$ cat src/rtl/dmem_pkg.sv
// Shared types and widths for the data-memory stage and neighbouring pipeline stages.
package dmem_pkg;

    localparam int DATA_W = 16;
    localparam int REG_W  = 3;
    localparam int CNT_W  = 3;

    typedef enum logic [1:0] {
        ST_IDLE = 2'd0,
        ST_BUSY = 2'd1,
        ST_DONE = 2'd2
    } state_e;

    // Everything captured from the pipeline at acceptance, used until the access retires.
    typedef struct packed {
        logic [DATA_W-1:0] data;
        logic [REG_W-1:0]  rd2;
        logic              reg_wr;
        logic              wb;
        logic              is_read;
        logic              addr_err;
    } req_t;

    // True when the word address has bits set above the implemented array depth.
    function automatic logic addr_out_of_range(input logic [DATA_W-1:0] addr, input int aw);
        return (addr >> aw) != '0;
    endfunction

endpackage

$ cat src/rtl/dmem_array.sv
// Single-port data memory: synchronous write, registered read with an optional forced-zero result.
module dmem_array
    import dmem_pkg::*;
#(
    parameter int ADDR_W = 8
) (
    input  logic              clk,
    input  logic              rst_n,
    input  logic              we,
    input  logic              re,
    input  logic              rd_zero,
    input  logic [ADDR_W-1:0] addr,
    input  logic [DATA_W-1:0] wdata,
    output logic [DATA_W-1:0] rdata
);

    logic [DATA_W-1:0] mem [2**ADDR_W];
    logic [DATA_W-1:0] rdata_q;
    logic [DATA_W-1:0] rdata_d;

    // NOTE: the storage array has no reset; resetting it would turn it into a huge flop bank.
    always_ff @(posedge clk) begin
        if (we) begin
            mem[addr] <= wdata;
        end
    end

    always_comb begin
        rdata_d = rdata_q;
        if (re) begin
            rdata_d = rd_zero ? '0 : mem[addr];
        end
    end

    always_ff @(posedge clk or negedge rst_n) begin
        if (!rst_n) begin
            rdata_q <= '0;
        end else begin
            rdata_q <= rdata_d;
        end
    end

    assign rdata = rdata_q;

endmodule

$ cat src/rtl/dmem_responder.sv
// Multi-cycle data-memory responder: stalls the pipeline for LATENCY+1 cycles per access,
// then presents read data and the writeback sideband for exactly one cycle.
module dmem_responder
    import dmem_pkg::*;
#(
    parameter int ADDR_W  = 8,
    parameter int LATENCY = 2
) (
    input  logic              clk,
    input  logic              rst_n,
    input  logic              MemRIn,
    input  logic              MemWIn,
    input  logic [15:0]       AddrIn,
    input  logic [15:0]       DataIn,
    input  logic [2:0]        Rd2In,
    input  logic              RegWrIn,
    input  logic              WBIn,
    output logic              Stall,
    output logic [15:0]       DataOut,
    output logic              DataValid,
    output logic [2:0]        Rd2Out,
    output logic              RegWrOut,
    output logic              WBOut,
    output logic              AddrErr
);

    state_e             state_q, state_d;
    logic [CNT_W-1:0]   cnt_q, cnt_d;
    req_t               req_q, req_d;
    logic [ADDR_W-1:0]  addr_q, addr_d;

    logic               data_valid_q, data_valid_d;
    logic [REG_W-1:0]   rd2_out_q, rd2_out_d;
    logic               reg_wr_out_q, reg_wr_out_d;
    logic               wb_out_q, wb_out_d;
    logic               addr_err_q, addr_err_d;

    logic               stall;
    logic               commit;
    logic               conflict;
    logic [DATA_W-1:0]  rdata;

    // NOTE: every signal written here gets a default first, so no path can infer a latch.
    always_comb begin
        state_d  = state_q;
        cnt_d    = cnt_q;
        req_d    = req_q;
        addr_d   = addr_q;
        stall    = 1'b0;
        commit   = 1'b0;
        conflict = 1'b0;

        case (state_q)
            ST_IDLE: begin
                if (MemRIn ^ MemWIn) begin
                    stall            = 1'b1;
                    addr_d           = AddrIn[ADDR_W-1:0];
                    req_d.data       = DataIn;
                    req_d.rd2        = Rd2In;
                    req_d.reg_wr     = RegWrIn;
                    req_d.wb         = WBIn;
                    req_d.is_read    = MemRIn;
                    req_d.addr_err   = addr_out_of_range(AddrIn, ADDR_W);
                    cnt_d            = CNT_W'(LATENCY - 1);
                    state_d          = ST_BUSY;
                end else if (MemRIn && MemWIn) begin
                    conflict = 1'b1;
                end
            end
            ST_BUSY: begin
                stall = 1'b1;
                if (cnt_q == '0) begin
                    commit  = 1'b1;
                    state_d = ST_DONE;
                end else begin
                    cnt_d = cnt_q - 1'b1;
                end
            end
            // Inputs seen here belong to the request just completing and are never re-accepted.
            ST_DONE: begin
                state_d = ST_IDLE;
            end
            default: begin
                state_d = ST_IDLE;
            end
        endcase
    end

    // Result registers load on the commit edge, so they are live exactly during DONE.
    always_comb begin
        data_valid_d = commit && req_q.is_read;
        rd2_out_d    = commit ? req_q.rd2 : '0;
        reg_wr_out_d = commit && req_q.reg_wr;
        wb_out_d     = commit && req_q.wb;
        addr_err_d   = (commit && req_q.addr_err) || conflict;
    end

    // NOTE: sequential state uses non-blocking assignments so all flops update together.
    always_ff @(posedge clk or negedge rst_n) begin
        if (!rst_n) begin
            state_q      <= ST_IDLE;
            cnt_q        <= '0;
            req_q        <= '0;
            addr_q       <= '0;
            data_valid_q <= 1'b0;
            rd2_out_q    <= '0;
            reg_wr_out_q <= 1'b0;
            wb_out_q     <= 1'b0;
            addr_err_q   <= 1'b0;
        end else begin
            state_q      <= state_d;
            cnt_q        <= cnt_d;
            req_q        <= req_d;
            addr_q       <= addr_d;
            data_valid_q <= data_valid_d;
            rd2_out_q    <= rd2_out_d;
            reg_wr_out_q <= reg_wr_out_d;
            wb_out_q     <= wb_out_d;
            addr_err_q   <= addr_err_d;
        end
    end

    dmem_array #(
        .ADDR_W (ADDR_W)
    ) u_array (
        .clk     (clk),
        .rst_n   (rst_n),
        .we      (commit && !req_q.is_read && !req_q.addr_err),
        .re      (commit && req_q.is_read),
        .rd_zero (req_q.addr_err),
        .addr    (addr_q),
        .wdata   (req_q.data),
        .rdata   (rdata)
    );

    assign Stall     = stall;
    assign DataOut   = rdata;
    assign DataValid = data_valid_q;
    assign Rd2Out    = rd2_out_q;
    assign RegWrOut  = reg_wr_out_q;
    assign WBOut     = wb_out_q;
    assign AddrErr   = addr_err_q;

endmodule

$ cat config.mk
export PLATFORM = sky130hd
export DESIGN_NAME = dmem_responder
export DESIGN_NICKNAME = d
export VERILOG_FILES = /design/src/rtl/dmem_pkg.sv /design/src/rtl/dmem_array.sv /design/src/rtl/dmem_responder.sv
export SDC_FILE = /design/constraint.sdc
export NUM_CORES = 2
export LEC_CHECK = 0
export ABC_CLOCK_PERIOD_IN_PS = 4960
export CAP_MARGIN = 10
export CELL_PAD_IN_SITES_DETAIL_PLACEMENT = 1
export CELL_PAD_IN_SITES_GLOBAL_PLACEMENT = 1
export CORE_MARGIN = 8
export CORE_UTILIZATION = 52
export DETAILED_ROUTE_END_ITERATION = 10
export GPL_ROUTABILITY_DRIVEN = 0
export GPL_TIMING_DRIVEN = 0
export PLACE_DENSITY_LB_ADDON = 0.1
export SLEW_MARGIN = 30
export SYNTH_ARGS = -nofsm -noshare
export SYNTH_HDL_FRONTEND = slang
export SYNTH_HIERARCHICAL = 1
export SYNTH_SLANG_ARGS = --single-unit
export TNS_END_PERCENT = 50
$ cat constraint.sdc
create_clock -name clk -period 4.96 [get_ports clk]
set_clock_uncertainty 0.2 [all_clocks]
set_input_delay 0.496 -clock clk [delete_from_list [all_inputs] [get_ports clk]]
set_output_delay 0.496 -clock clk [all_outputs]
set_load 0.01 [all_outputs]
Word-level counts from Yosys, hierarchy flattened
Memories as Yosys holds them, arrays and structs flattened.
Index checks and enable logic that the tools add are counted.
Operators by class
  $add $sub $neg: 1
  equal/unequal tests: 4
  mux-type cells: 17
  bitwise gates (word level): 1
  reductions and logical operators: 17
Operators with widths (count)
  16-bit 2-to-1 mux: 1
  16-bit nonzero test: 1
  3-bit 2-to-1 mux: 3
  1-bit 2-to-1 mux: 8
  1-bit logical AND: 7
  2-bit != test, second input constant: 3
  3-bit one-hot mux with 2 select lines: 1
  2-bit 2-to-1 mux: 2
  2-bit one-hot mux with 2 select lines: 1
  2-bit AND reduction: 2
  3-bit zero test: 1
  3-bit AND reduction: 1
  3-bit by 1-bit subtractor with 3-bit output, second input constant: 1
  2-bit by 1-bit == test with 1-bit output, second input constant: 1
  1-bit zero test: 2
  2-bit zero test: 1
  1-bit one-hot mux with 2 select lines: 1
  2-bit nonzero test: 1
  1-bit logical OR: 1
  1-bit bitwise XOR: 1
Storage, ports and cells
  bits in registers: 59
  RAM bits: 4096
  logic and storage cells: 56
  memories: 1
Memory list
  u_array.mem: depth 256, bits a word 16, read ports 1, clocked after memory_dff 0, write ports 1, RTL line dmem_array.sv:17  | logic [DATA_W-1:0] mem [2**ADDR_W];

Longest topological paths before layout
  depth after elaboration: 7
  depth in mapped cells: 15

Modules after synthesis
Netlist, hierarchy kept.
Modules (own cells, without submodules)
  dmem_array: times used 1, cells each 7898, area each 158982.5 um^2, seq. area each 123398.3 um^2
  dmem_responder: times used 1, cells each 116, area each 1697.9 um^2, seq. area each 1076.0 um^2

Least setup slack after synthesis
OpenSTA, ideal clock, no wires.
  path kind: reg2reg
  from: reg req_q[7] in the netlist's numbering
  to: mem u_array.mem[0][0] (data pin)
  library setup time: 803 ps
  data arrival time: 3181 ps
  data required time: 3957 ps
  slack: 776 ps
  stages on the path, launching flop included: 1
  buffers on the path: 0
  period minus slack after synthesis: 4184 ps
  cells stage by stage: dfrtp_1
RTL lines
  from (decl): RTL line dmem_responder.sv:29  | req_t req_q, req_d;
  from (signal assigned): RTL line dmem_responder.sv:113  | req_q <= req_d;
  to (decl): RTL line dmem_array.sv:17
Straight into the memory's write port.

Worst setup path in the final report
  from: reg addr_q[2]
  to: mem u_array.mem[102][8], enable pin
RTL lines
  from (decl): RTL line dmem_responder.sv:30  | logic [ADDR_W-1:0] addr_q, addr_d;
  from (signal assigned): RTL line dmem_responder.sv:114  | addr_q <= addr_d;
Straight into the memory's write port.

==> results.rst <==
.. list-table::
   :header-rows: 1

   * - Metric
     - Value
   * - Met3 demand-to-capacity share in global routing
     - ~7.4%
   * - Kind of capture point of the worst setup path
     - flip-flop
   * - Number of cell instances on the worst register-to-register path
     - 9
   * - Leading register cell type out of synthesis
     - sky130_fd_sc_hd__edfxtp_1
   * - Global-route wire length before repair
     - between 700000 and 800000 µm
   * - Starting density of the core
     - a little over half
   * - Crit path setup slack, layout
     - -129 ps
   * - Number of search-and-repair iterations in the first detailed-routing pass
     - 5
   * - Number of enable flip-flop cells after synthesis
     - about 4100
   * - Clk root buf
     - sky130_fd_sc_hd__clkbuf_16
   * - Die outline height
     - 572 µm
   * - Netlist area before placement
     - between 0.15 and 0.2 mm²
   * - Final global-route overflow total
     - 0
   * - Routed len/inst
     - 39.8 µm
   * - WP data required
     - about 5500 ps
   * - Final HPWL from detailed placement
     - roughly 370000 µm
   * - Measured slew at the worst slew-check pin
     - ~1100 ps
   * - Core footprint
     - roughly 0.3 mm²
   * - Total DRC errors in the routed layout
     - 0
   * - Failing checks
     - negative setup slack
   * - WS Path Type
     - reg2reg
   * - Worst Setup Start Kind
     - flip-flop
   * - Clock-pin slew on the worst setup and hold paths
     - 70 ps
   * - Count of nets after finishing
     - roughly 9000
   * - Global routing's busiest layer
     - met2
   * - Static leakage
     - around 62 nW
   * - Syn avg cell area
     - around 20 µm²
   * - Yosys warning total
     - 6
   * - Met1 GRT Util
     - approximately two fifths
   * - Fraction of the yosys area taken by sequential cells
     - between 70 and 80%
   * - Largest voltage drop on the vdd net
     - between 400 and 500 µV
   * - Maximum buffer depth of the clock tree
     - 4
   * - Number of antenna violations at the first check in global routing
     - 21
   * - CTS HTree Levels
     - 5
   * - Overall via count from detail_route
     - 88500
   * - Dominant combinational cell family by area after synthesis
     - multiplexers
   * - Max cap viols
     - 0
   * - FF-to-FF setup slack
     - -130 ps
   * - Maximum clock frequency
     - between 150 and 200 MHz
   * - CTS tree
     - yes
   * - Width of the die
     - 572 µm
   * - Via count of the first global-routing pass
     - 89600
   * - Worst hold start
     - MemRIn
   * - Commonest cells after routing, fill and taps aside
     - sky130_fd_sc_hd__edfxtp_1 (4096), sky130_fd_sc_hd__mux2i_1 (962), sky130_fd_sc_hd__mux4_2 (546), sky130_fd_sc_hd__clkbuf_16 (424), sky130_fd_sc_hd__o22ai_1 (278)
   * - Worst Path Max Fanout
     - 12
   * - Count of endpoints failing hold in the final timing report
     - 0
   * - Multiplexer share of the synthesized area
     - between 10% and 20%
   * - Number of buffers added by the clock tree synthesis step
     - 418
   * - Post-route setup TNS
     - -6350 ps
   * - GRT Overall Usage
     - between 30% and 40%
   * - Final number of max-transition violations
     - 0
   * - Vias per cell
     - roughly 6.6
   * - Unrepaired setup endpoints after global routing
     - true
   * - Most common cell after layout, fill and taps aside
     - sky130_fd_sc_hd__edfxtp_1
   * - Buffers on Ports
     - 64
   * - Reg2reg start
     - addr_q[2]$_DFFE_PN0P_
   * - Clock sink count
     - roughly 4200
   * - Post-route cell area
     - about 0.19 mm²
   * - Power per Cell Area
     - 622 mW/mm²
   * - Headroom to the max-slew limit
     - 25.7%
   * - Starting DRT DRC Count
     - about 12000
   * - Final critical delay including setup and external delays
     - 5090 ps
   * - Post-synth net total
     - between 8000 and 9000
   * - Area growth from synthesis to layout
     - 17.2%
   * - Post-synthesis cell type count
     - 63
   * - Xor-xnor portion of the synthesized cell area
     - 0%
   * - Final period util
     - 103%
   * - Capturing point of the worst reg2reg path
     - u_array/mem[102][8]$_DFFE_PP_
   * - Count of final setup violators
     - 193
   * - Adder-cell area share of the yosys netlist
     - 0.0234%
   * - Fill count
     - between 20000 and 30000
   * - Cells after synthesis
     - ~8000
   * - Post-DP Area
     - approximately 0.17 mm²
   * - GR Util met2
     - just over 50%
   * - Endpoint with the worst hold slack
     - req_q[1]$_DFFE_PN0P_
   * - Fraction of final layout cells with drive strength greater than 1
     - 24.6%
   * - Final wirelength
     - roughly 530000 µm
   * - Worst hold path stage count
     - 2
   * - Arrival @ worst endpoint
     - 5570 ps
   * - Number of primary I/O pins
     - 65
   * - Post-synthesis simple-gate area fraction
     - 2.81%
   * - Result of the run
     - finished with violations
   * - Site row count
     - ~200
   * - Number of register bits inferred by synthesis
     - just over 4000
   * - Type of the tightest min-delay check
     - in2reg
   * - Area fraction in compound gates after synthesis
     - 4.03%
   * - Worst-skew pair later-pin latency
     - 990 ps
   * - Proportion of synthesized flip-flops having asynchronous set or reset
     - 1.42%
   * - Largest net degree at the start of global routing
     - 74
   * - Remaining antenna violation count after routing
     - 0
   * - Total die area
     - between 0.3 and 0.4 mm²
[Yosys cell counts (all sizes together) (3+ instances only)]
cell	count	area, µm²
ha	3	37.5
a22oi	250	1880
nor3	81	465
o21ai	64	320
or2	5	31.3
a211oi	79	593
nand4	64	400
a2111oi	16	234
nor2	239	900
a311oi	15	131
a31oi	17	106
mux2	47	529
mux2i	962	9630
edfxtp	4096	123000
o22ai	278	1740
nand4b	5	43.8
nor4	33	231
a21oi	39	195
nand4bb	4	45.0
nand2b	36	225
nand2	158	593
o41ai	15	131
and2	16	100
nor2b	43	269
buf	261	1810
or4	16	120
a221oi	32	287
o211ai	46	365
mux4	546	12300
nor3b	3	33.8
nand3	107	536
a22o	16	140
inv	6	22.5
o221a	15	169
dfrtp	59	1480
a41oi	15	131
clkbuf	239	897
and3	77	482
[report_power, final]
group          total [W]  switching [W]  internal (W)
registers         0.0449       0.000945        0.0439
clock network     0.0317         0.0136        0.0181
logic             0.0406         0.0283        0.0123
total              0.117         0.0428        0.0743
[registers in the layout (all words and copies together), names as in the netlist]
register / flops
cnt_q: 3
req_q: 23
DataValid: 1
Rd2Out: 3
RegWrOut: 1
addr_q: 8
AddrErr: 1
state_q: 2
u_array/rdata: 16
u_array/mem: 4096
WBOut: 1
[worst max-delay path, cell delays in order (launching register included)]
cell and delay (ps):
sky130_fd_sc_hd__dfrtp_1 340, sky130_fd_sc_hd__buf_2 410, sky130_fd_sc_hd__nor2b_1 530, sky130_fd_sc_hd__clkbuf_1 650, sky130_fd_sc_hd__clkbuf_2 580, sky130_fd_sc_hd__nand3_2 540, sky130_fd_sc_hd__clkbuf_4 510, sky130_fd_sc_hd__buf_12 260
sky130_fd_sc_hd__nor2_2 440, sky130_fd_sc_hd__buf_6 240
[cell families (layout without fill, tap and decap cells)]
group           Yosys count  after routing
flops                  4155           4155
mux                    1555           1555
compound gates          903            903
simple gates            891            891
buf+inv                 507           1726
fa+ha+maj                 3              3
other cells               0             12
[final cells by class]
cell class                      count  area, µm²  share of cell area (%)
Sequential cell                  4155     125000                    66.1
Antenna cell                       12       30.0                  0.0159
Tap cell                         4120       5150                    2.74
Multi-Input combinational cell   3352      35800                    19.0
Inverter                            7       26.3                  0.0139
Clock inverter                    258       2560                    1.36
Timing Repair Buffer              448       6270                    3.33
Buffer                            498       2890                    1.53
Clock buffer                      515      11100                    5.87
[metal layers]
layer  wire length (µm)  vias up  part of all wire, %
met1             195000    47500                   37
li1                   -    35000                    -
met4              34900        8                  6.6
met5                301        -                0.057
met2             249000     4828                   47
met3              53200     1097                   10
[repair_timing]
item | in CTS | in global routing
pin swaps | 39 | 4
hold buffers | 32 | 0
hold endpoints to repair | 88 | 0
gates resized for setup | 106 | 20
setup buffers | 51 | 0
setup endpoints to repair | 3519 | 61
[per-stage QoR]
step / setup slack, ps / cells / util [%] / hold slack [ps] / total power, W
6_report: -129 / 13400 / 61.1 / 43.4 / 0.117
3_5_place_dp: -1810 / 12500 / 56.1 / 227 / 0.0844
2_1_floorplan: 776 / 8014 / - / 0.409 / 0.0654
3_3_place_gp: -4710 / 12200 / 54.0 / 260 / 0.0791
5_1_grt: -7.70 / 13400 / 61.1 / 50.3 / 0.119
4_1_cts: -20.5 / 13400 / 61.1 / 2.18 / 0.116
[how the worst max path moves through the flow]
stage,start,to,cells after the start
after global placement,req_q[16]$_DFFE_PN0P_,u_array/mem[131][9]$_DFFE_PP_,0
final,addr_q[2]$_DFFE_PN0P_,u_array/mem[102][8]$_DFFE_PP_,9
after CTS,addr_q[1]$_DFFE_PN0P_,u_array/rdata[4]$_DFFE_PN0P_,10
after floorplan,req_q[7]$_DFFE_PN0P_,u_array/mem[0][0]$_DFFE_PP_,0
after detailed placement,addr_q[1]$_DFFE_PN0P_,u_array/mem[150][9]$_DFFE_PP_,11
after global routing,addr_q[1]$_DFFE_PN0P_,u_array/rdata[1]$_DFFE_PN0P_,11
(Power assumes the default switching activity.)
